==> src/rtl/lcd_bus_arbiter_if.sv <==
// Shared bus between the frame producers, the arbiter and the lcd_write serializer.
// The slave side belongs to the arbiter; the master side is the producers plus the serializer.
interface lcd_bus_arbiter_if #(
  parameter int NUM_REQ = 3,
  parameter int DW      = 9
);
  logic [NUM_REQ-1:0]    req;
  logic [NUM_REQ-1:0]    wr_en;
  logic [NUM_REQ*DW-1:0] wr_data;
  logic [NUM_REQ-1:0]    grant;
  logic [NUM_REQ-1:0]    done;
  logic [DW-1:0]         data;
  logic                  en_write;
  logic                  wr_done;

  modport master (
    output req, wr_en, wr_data, wr_done,
    input  grant, done, data, en_write
  );

  modport slave (
    input  req, wr_en, wr_data, wr_done,
    output grant, done, data, en_write
  );
endinterface

==> src/rtl/lcd_bus_arbiter.sv <==
// Burst-level arbiter in front of the single lcd_write serializer: requester 0 has strict
// priority (and is the only one served before init_done), the others share round-robin.
module lcd_bus_arbiter #(
  parameter int NUM_REQ = 3,
  parameter int DW      = 9,
  parameter int TIMEOUT = 1024
) (
  input  logic             sys_clk_50MHz,
  input  logic             sys_rst_n,
  input  logic             init_done,
  lcd_bus_arbiter_if.slave bus,
  output logic             busy,
  output logic             timeout_err
);
  localparam int IW = (NUM_REQ > 2) ? $clog2(NUM_REQ) : 1;
  localparam int CW = (TIMEOUT > 2) ? $clog2(TIMEOUT) : 1;

  typedef enum logic [1:0] {IDLE, GRANTED, BUSY} state_t;

  state_t             state, state_nxt;
  logic [IW-1:0]      ptr, ptr_nxt, owner, winner;
  logic               win_vld;
  logic [CW-1:0]      wd_cnt;
  logic               wd_expired;
  logic [NUM_REQ-1:0] grant_nxt, done_nxt;
  logic               en_write_nxt, load_data, ptr_load, to_set;

  // k-th candidate of the cyclic search over 1..NUM_REQ-1 starting at p.
  function automatic logic [IW-1:0] rr_idx(input logic [IW-1:0] p, input int k);
    int v;
    v = ((int'(p) - 1 + k) % (NUM_REQ - 1)) + 1;
    return IW'(v);
  endfunction

  always_comb begin
    owner = '0;
    for (int i = 0; i < NUM_REQ; i++)
      if (bus.grant[i]) owner = IW'(i);
  end

  // Descending scan so the candidate closest to the pointer wins.
  always_comb begin
    winner  = '0;
    win_vld = 1'b0;
    if (bus.req[0]) begin
      win_vld = 1'b1;
    end else if (init_done) begin
      for (int k = NUM_REQ - 2; k >= 0; k--) begin
        if (bus.req[rr_idx(ptr, k)]) begin
          win_vld = 1'b1;
          winner  = rr_idx(ptr, k);
        end
      end
    end
    ptr_nxt = (winner == IW'(NUM_REQ - 1)) ? IW'(1) : winner + 1'b1;
  end

  assign wd_expired = (state == BUSY) && (wd_cnt == CW'(TIMEOUT - 1));

  always_ff @(posedge sys_clk_50MHz or negedge sys_rst_n) begin
    if (!sys_rst_n) state <= IDLE;
    else            state <= state_nxt;
  end

  always_comb begin
    state_nxt = state;
    case (state)
      IDLE:    if (win_vld) state_nxt = GRANTED;
      GRANTED: begin
        if (bus.wr_en[owner])     state_nxt = BUSY;
        else if (!bus.req[owner]) state_nxt = IDLE;
      end
      BUSY:    if (bus.wr_done || wd_expired) state_nxt = GRANTED;
      default: state_nxt = IDLE;
    endcase
  end

  always_comb begin
    grant_nxt    = bus.grant;
    done_nxt     = '0;
    en_write_nxt = 1'b0;
    load_data    = 1'b0;
    ptr_load     = 1'b0;
    to_set       = 1'b0;
    case (state)
      IDLE: begin
        if (win_vld) begin
          grant_nxt         = '0;
          grant_nxt[winner] = 1'b1;
          ptr_load          = !bus.req[0];
        end
      end
      GRANTED: begin
        if (bus.wr_en[owner]) begin
          en_write_nxt = 1'b1;
          load_data    = 1'b1;
        end else if (!bus.req[owner]) begin
          grant_nxt = '0;
        end
      end
      BUSY: begin
        // A wr_done landing on the expiry cycle is an ordinary completion.
        if (bus.wr_done || wd_expired) begin
          done_nxt[owner] = 1'b1;
          to_set          = !bus.wr_done;
        end
      end
      default: grant_nxt = '0;
    endcase
  end

  always_ff @(posedge sys_clk_50MHz or negedge sys_rst_n) begin
    if (!sys_rst_n) begin
      bus.grant    <= '0;
      bus.done     <= '0;
      bus.en_write <= 1'b0;
      bus.data     <= '0;
      ptr          <= IW'(1);
      wd_cnt       <= '0;
      timeout_err  <= 1'b0;
    end else begin
      bus.grant    <= grant_nxt;
      bus.done     <= done_nxt;
      bus.en_write <= en_write_nxt;
      if (ptr_load)  ptr      <= ptr_nxt;
      if (load_data) bus.data <= bus.wr_data[owner*DW +: DW];
      if (load_data)
        wd_cnt <= '0;
      else if (state == BUSY && !wd_expired)
        wd_cnt <= wd_cnt + 1'b1;
      if (to_set) timeout_err <= 1'b1;
    end
  end

  assign busy = |bus.grant;
endmodule

==> src/flat_wrapper.sv <==
// flat-port wrapper written by rule: the top's interface ports become plain ports
module lcd_bus_arbiter_flat 
#(
  parameter int NUM_REQ = 3,
  parameter int DW      = 9,
  parameter int TIMEOUT = 1024
)
  (sys_clk_50MHz, sys_rst_n, init_done, busy, timeout_err, bus_req, bus_wr_en, bus_wr_data, bus_wr_done, bus_grant, bus_done, bus_data, bus_en_write);
  lcd_bus_arbiter_if #(.NUM_REQ(NUM_REQ), .DW(DW)) bus_i ();
  input  logic sys_clk_50MHz;
  input  logic sys_rst_n;
  input  logic init_done;
  output logic busy;
  output logic timeout_err;
  input wire logic [$bits(bus_i.req)-1:0] bus_req;
  input wire logic [$bits(bus_i.wr_en)-1:0] bus_wr_en;
  input wire logic [$bits(bus_i.wr_data)-1:0] bus_wr_data;
  input wire logic [$bits(bus_i.wr_done)-1:0] bus_wr_done;
  output wire logic [$bits(bus_i.grant)-1:0] bus_grant;
  output wire logic [$bits(bus_i.done)-1:0] bus_done;
  output wire logic [$bits(bus_i.data)-1:0] bus_data;
  output wire logic [$bits(bus_i.en_write)-1:0] bus_en_write;
  assign bus_i.req = bus_req;
  assign bus_i.wr_en = bus_wr_en;
  assign bus_i.wr_data = bus_wr_data;
  assign bus_i.wr_done = bus_wr_done;
  assign bus_grant = bus_i.grant;
  assign bus_done = bus_i.done;
  assign bus_data = bus_i.data;
  assign bus_en_write = bus_i.en_write;
  lcd_bus_arbiter #(.NUM_REQ(NUM_REQ), .DW(DW), .TIMEOUT(TIMEOUT)) u_core (.sys_clk_50MHz(sys_clk_50MHz), .sys_rst_n(sys_rst_n), .init_done(init_done), .bus(bus_i), .busy(busy), .timeout_err(timeout_err));
endmodule
==> config.mk <==
export PLATFORM = sky130hd
export DESIGN_NAME = lcd_bus_arbiter_flat
export DESIGN_NICKNAME = d
export VERILOG_FILES = /design/src/rtl/lcd_bus_arbiter_if.sv /design/src/rtl/lcd_bus_arbiter.sv /design/src/flat_wrapper.sv
export SDC_FILE = /design/constraint.sdc
export NUM_CORES = 1
export LEC_CHECK = 0
export CELL_PAD_IN_SITES_DETAIL_PLACEMENT = 1
export CELL_PAD_IN_SITES_GLOBAL_PLACEMENT = 1
export CORE_AREA = 2 2 75 77
export DETAILED_ROUTE_END_ITERATION = 10
export DIE_AREA = 0 0 77 79
export PLACE_DENSITY_LB_ADDON = 0.3
export SYNTH_ARGS = -nofsm -noshare
export SYNTH_HDL_FRONTEND = slang
export SYNTH_SLANG_ARGS = --single-unit
==> constraint.sdc <==
create_clock -name sys_clk_50MHz -period 2.17 [get_ports sys_clk_50MHz]
set_input_delay 0.5425 -clock sys_clk_50MHz [delete_from_list [all_inputs] [get_ports sys_clk_50MHz]]
set_output_delay 0.5425 -clock sys_clk_50MHz [all_outputs]
set_load 0.02 [all_outputs]
==> results.py, run 1 <==
metrics = {
    "outcome": {
        "outcome": "completed",
    },
    "clock_network": {
        "clk_pin_slew_ns": 0.07,
        "cts_sinks": 31,
        "cts_root_buf": "clkbuf_8",
        "post_cts_buffers": 0,
        "h-tree-depth": 2,
        "cts_buffer_depth": 2,
        "cts_tree": "done",
        "cts_hold_repair.buffers": 0,
        "cts_resized": 1,
        "numCtsBuffers": 5,
        "worstSkewPairLatency_ns": 0.29,
    },
    "setup_path": {
        "cp-startpoint": "u_core.bus.grant[1]",
        "cp-endpoint": "bus_grant[1]",
        "reg2reg_to": "u_core.bus.data[8]",
        "rrSetupSlack_ns": 0.44,
        "setup.worst_path.end_class": "primary output",
        "crit_type": "flop to primary output",
        "reg2reg_from": "u_core.bus.grant[1]",
        "required_ns": 1.63,
        "start_kind": "flop",
        "critPathArrivalTime_ns": 1.56,
        "cp_max_fo": 16,
        "worstRegToRegCells": 5,
    },
    "yosys": {
        "synth_edf_count": 0,
        "ys.flop_type": "dfrtp_1",
        "yosysMostFrequentCell": "dfrtp_1",
        "synth_warnings": 0,
        "synthesis.nets": 223,
        "synthTopCellsByArea": "dfrtp_1 44%, mux2i_1 8.2%, nand2_1 5.3%",
        "ys_ff_latch": 31,
        "avgSynthCellArea_um2": 9.27,
        "synth_top_area_share_pct": 43.8,
        "synth_top_area_cell": "dfrtp_1",
        "ys_async_sr_fraction_pct": 100,
        "synth_cell_type_count": 39,
        "synth_commonest_cells": "30 x dfrtp_1, 24 x nand2_1, 17 x a21oi_1, 16 x o21ai_0, 15 x nor2_1",
        "yosysSeqAreaShare_pct": 45.3,
        "synthCells": 185,
        "netlist_area_um2": 1710,
    },
    "placed_design": {
        "place_hpwl_um": 3460,
        "place_inst": 312,
        "gp_congestion": 0.829,
        "pre_cts_slack_ns": 0.123,
        "portBuffers": 54,
    },
    "layout": {
        "diodes": 0,
        "area_delta_synth_final_pct": 43.2,
        "final_cells": 320,
        "final_nets": 285,
        "fill_cells": 651,
        "drive_gt1_share_pct": 9.27,
    },
    "timing": {
        "fin_crit_sh_pct": 96.8,
        "hold-worst-slack_ns": 0.481,
        "slew_violations": 0,
        "max_slew_margin_pct": 71.9,
        "max_freq_ghz": 0.476,
        "fin_ws_ns": 0.0690,
        "finalHoldViolations": 0,
        "finalCriticalPeriod_ns": 2.10,
        "tightestPinTransition_ns": 0.418,
        "rsz0062_at_grt": "false",
        "setup_viol": 0,
        "setup_tns_ns": 0,
        "skew_ns": 0.00802,
    },
    "power": {
        "pwr_density_cell_nw_per_um2": 1050,
        "power_leakage_nw": 1.03,
        "ir_drop_mv": 0.591,
    },
    "grt": {
        "grt_pass1_vias": 1718,
        "track_usage_pct": 16.5,
        "met3_usage_pct": 4.89,
        "grt_util_met1_pct": 19.4,
        "antenna_found_initial": 0,
        "gr-total-overflow": 0,
        "grt_max_degree": 32,
        "grt.met2_usage_pct": 28.5,
        "grt_pass1_wl_um": 7860,
        "top_usage_layer": "met2",
    },
    "die": {
        "fp.dieW_um": 77,
        "fp.coreArea_um2": 5340,
        "start_util_pct": 32.1,
        "num_rows": 27,
        "die_h_um": 79,
        "ioPinCount": 55,
        "dieArea_um2": 6080,
    },
    "flow_run": {
        "cap_violations": 0,
    },
    "routing": {
        "drtPass1Iterations": 4,
        "detail-route-antenna-nets": 0,
        "via_per_inst": 5.01,
        "route.detailed.drc": 0,
        "detail_route.wl_per_cell_um": 14.4,
        "first_iter_violations": 48,
        "vias": 1604,
        "drt-total-wl_um": 4600,
    },
    "hold_path": {
        "hold_class": "flop to flop",
    },
}
==> worst max-delay path, cell delays in order, from the launching register on <==
cell and delay (ns):
dfrtp_1 0.35, buf_4 0.26, clkdlybuf4s50_1 0.65
==> through the flow <==
stage	power [mW]	util, %	area (um2)
3_5_place_dp	2.17	44.5	2370
4_1_cts	2.61	46.0	2450
5_1_grt	2.76	46.0	2450
6_report	2.57	46.0	2450
2_1_floorplan	1.63	-	1710
3_3_place_gp	2.12	44.5	2370
==> layer usage <==
metal	wire, um	vias to the layer above
met5	0	-
met4	100	0
met3	246	10
met2	2310	34
met1	1930	777
li1	-	783
==> cells by family (layout without fill, tap and decap cells) <==
| family | count (synthesis) | after routing | synth area share (%) |
|---|---|---|---|
| compound gates | 51 | 51 | 19.0 |
| xor+xnor | 1 | 1 | 0.511 |
| fa+ha+maj | 1 | 1 | 0.730 |
| buf+inv | 19 | 82 | 4.82 |
| flops | 31 | 31 | 45.3 |
| mux | 15 | 15 | 9.05 |
| simple gates | 67 | 67 | 20.6 |
==> cell usage in the layout, fill, tap and decap left out, types with 2 or more instances in the layout <==
cell,n
clkdlybuf4s50_1,53
dfrtp_1,30
nand2_1,24
a21oi_1,17
o21ai_0,16
nor2_1,15
mux2i_1,14
inv_1,10
buf_4,10
o31ai_1,5
clkbuf_8,5
nor3_1,4
nand2b_1,4
or3_1,4
nand3_1,3
o311ai_0,3
nand4_1,2
a31oi_1,2
o211ai_1,2
and3_1,2
clkbuf_1,2
==> sequential cells by signal, summed over array words and instances (netlist names) <==
name and flops:
u_core.timeout_err 1, u_core.wd_cnt 10, u_core.bus.done 3, u_core.bus.grant 3, u_core.state 2, u_core.bus.data 9, u_core.bus.en_write 1, u_core.ptr 2
==> report_power, final <==
group / switching [mW] / leakage [nW] / internal (mW)
registers: 0.152 / 0.404 / 0.754
logic: 0.655 / 0.584 / 0.570
clock network: 0.216 / 0.0422 / 0.225
total: 1.02 / 1.03 / 1.55
==> worst min path at each step <==
stage,slack [ns],endpoint,cells after the start,start
floorplan,0.25,u_core.bus.data[0],0,sys_rst_n
global placement,0.45,u_core.timeout_err,1,u_core.timeout_err
detailed placement,0.47,u_core.timeout_err,1,u_core.timeout_err
CTS,0.49,u_core.bus.data[2],2,u_core.bus.data[2]
global route,0.53,u_core.timeout_err,1,u_core.timeout_err
finish,0.48,u_core.bus.data[1],2,u_core.bus.data[1]
==> layout make-up <==
type | instances | area, um2 | area share (%)
clock buffer | 7 | 76.3 | 3.11
multi-input combinational | 135 | 855 | 34.8
clock inverter | 1 | 5.00 | 0.204
sequential | 31 | 777 | 31.7
timing repair buffer | 64 | 614 | 25.0
tap | 72 | 90.1 | 3.67
inverter | 10 | 37.5 | 1.53
(Power assumes the default switching activity.)
==> inputs of run 2 (changes only) <==
==> constraint.sdc (replaced) <==
create_clock -name sys_clk_50MHz -period 2.17 [get_ports sys_clk_50MHz]
set_input_delay 0.3255 -clock sys_clk_50MHz [delete_from_list [all_inputs] [get_ports sys_clk_50MHz]]
set_output_delay 0.3255 -clock sys_clk_50MHz [all_outputs]
set_load 0.02 [all_outputs]
==> run 2 against run 1 <==
  * Sequential power hardly changed
  * Global-route usage decreased by 1.5 points
  * Non-clock buffer count down 3
  * Critical path depth unchanged
  * First-iteration DRC count increased by 6.3%
  * Final area shrank 0.61%
  * Critical endpoint is now busy
  * Highest routed layer unchanged
==> results.py, run 2 (synthesis results as in run 1) <==
metrics = {
    "timing": {
        "finalCriticalPeriod_ns": 1.98,
        "max_freq_ghz": 0.506,
        "skew_ns": 0.00394,
        "fin_crit_sh_pct": 91.1,
        "tightestPinTransition_ns": 0.518,
        "fin_ws_ns": 0.194,
        "max_slew_margin_pct": 65.4,
        "finalHoldViolations": 0,
        "slew_violations": 0,
        "rsz0062_at_grt": "false",
        "hold-worst-slack_ns": 0.441,
        "setup_tns_ns": 0,
        "setup_viol": 0,
    },
    "setup_path": {
        "path_buf_inv": 1,
        "critPathMaxStageDelay_ns": 0.55,
        "crit_type": "flop to primary output",
        "critPathArrivalTime_ns": 1.65,
        "start_kind": "flop",
        "cp_top_family": "buffers and inverters",
        "cp_num_cells": 2,
        "reg2reg_to": "u_core.wd_cnt[5]",
        "cp_max_fo": 4,
        "cp-endpoint": "busy",
        "setup.worst_path.end_class": "primary output",
        "required_ns": 1.84,
        "rrSetupSlack_ns": 0.48,
        "cp-startpoint": "u_core.bus.grant[1]",
        "path_cells": "or3_1, clkdlybuf4s50_1",
        "cp_slowest_cell": "clkdlybuf4s50_1",
        "reg2reg_from": "u_core.wd_cnt[0]",
        "worstRegToRegCells": 5,
    },
    "power": {
        "pwr_density_cell_nw_per_um2": 1050,
        "power_leakage_nw": 1.02,
        "ir_drop_mv": 0.690,
    },
    "layout": {
        "fill_cells": 643,
        "max_flop_register": "u_core.wd_cnt",
        "multi_input_area_um2": 855,
        "final_nets": 282,
        "drive_gt1_share_pct": 8.61,
        "final_common_cell": "clkdlybuf4s50_1",
        "area_delta_synth_final_pct": 42.3,
        "diodes": 0,
        "final_area_um2": 2440,
        "layout_common_cells": "54 x clkdlybuf4s50_1, 30 x dfrtp_1, 24 x nand2_1",
        "largest_reg_flops": 10,
        "largestRegisters": "u_core.wd_cnt x10, u_core.bus.data x9",
        "finalCoreUtilization_pct": 45.7,
        "regArea_um2": 777,
    },
    "routing": {
        "drt-total-wl_um": 4260,
        "detail_route.wl_per_cell_um": 13.5,
        "drtPass1Iterations": 4,
        "first_iter_violations": 51,
        "via_per_inst": 4.91,
        "route.detailed.drc": 0,
        "detail-route-antenna-nets": 0,
        "vias": 1551,
    },
    "placed_design": {
        "pre_cts_slack_ns": 0.330,
        "gp_congestion": 0.784,
        "portBuffers": 54,
        "placed_area_um2": 2350,
        "place_hpwl_um": 3230,
    },
    "clock_network": {
        "h-tree-depth": 2,
        "clk_pin_slew_ns": 0.06,
        "worstSkewPairLatency_ns": 0.28,
        "cts_resized": 0,
        "cts_sinks": 31,
        "cts_buffer_depth": 2,
        "cts_root_buf": "clkbuf_8",
        "cts_hold_repair.buffers": 0,
        "numCtsBuffers": 5,
        "cts_tree": "done",
        "post_cts_buffers": 0,
    },
    "die": {
        "fp.dieW_um": 77,
        "start_util_pct": 32.1,
        "dieArea_um2": 6080,
        "num_rows": 27,
        "die_h_um": 79,
        "ioPinCount": 55,
        "fp.coreArea_um2": 5340,
    },
    "grt": {
        "grt_max_degree": 32,
        "antenna_found_initial": 0,
        "grt_pass1_vias": 1564,
        "gr-total-overflow": 0,
        "grt_pass1_wl_um": 7330,
        "track_usage_pct": 15.0,
    },
    "outcome": {
        "outcome": "completed",
    },
    "hold_path": {
        "hold_class": "input port to async pin",
    },
    "flow_run": {
        "cap_violations": 0,
    },
}
[run 2: worst reg2reg max path, stage by stage (launching register included)]
cell and delay [ns]:
dfrtp_1 0.44, ha_1 0.28, nand4_1 0.13, nor2_1 0.11, or4_1 0.51, a21oi_1 0.15
[run 2: final cells by class]
class	instances	share of cell area, %
sequential	31	31.8
clock buffer	6	3.38
clock inverter	1	0.205
inverter	10	1.54
tap	72	3.69
timing repair buffer	61	24.3
multi-input combinational	135	35.0
[run 2: worst min-delay path by stage]
stage / slack [ns] / endpoint / start / depth (start not counted)
after floorplan: 0.03 / u_core.bus.data[0] / sys_rst_n / 0
after global placement: 0.45 / u_core.timeout_err / u_core.timeout_err / 1
after detailed placement: 0.47 / u_core.timeout_err / u_core.timeout_err / 1
after CTS: 0.45 / u_core.ptr[1] / sys_rst_n / 2
after global routing: 0.48 / u_core.wd_cnt[8] / sys_rst_n / 2
final: 0.44 / u_core.wd_cnt[9] / sys_rst_n / 2
[run 2: report_power, final]
part / total [mW] / internal, mW / leakage [nW] / switching (mW)
sequential: 0.903 / 0.754 / 0.404 / 0.149
combinational: 1.20 / 0.569 / 0.570 / 0.636
clock: 0.462 / 0.248 / 0.0470 / 0.213
[run 2: layer usage]
| layer | routed length, um | GRT usage (%) | up-vias | share of wire [%] |
|---|---|---|---|---|
| li1 | - | - | 778 | - |
| met1 | 1940 | 18.4 | 734 | 45 |
| met2 | 2030 | 25.0 | 32 | 48 |
| met3 | 236 | 4.77 | 7 | 5.5 |
| met4 | 53 | 5.00 | 0 | 1.2 |
| met5 | 0 | 0 | - | 0 |
[run 2: through the flow]
step / power (mW) / cells
floorplan: 1.63 / 185
detailed placement: 2.14 / 309
global route: 2.79 / 316
CTS: 2.62 / 316
finish: 2.57 / 316
global placement: 2.11 / 309
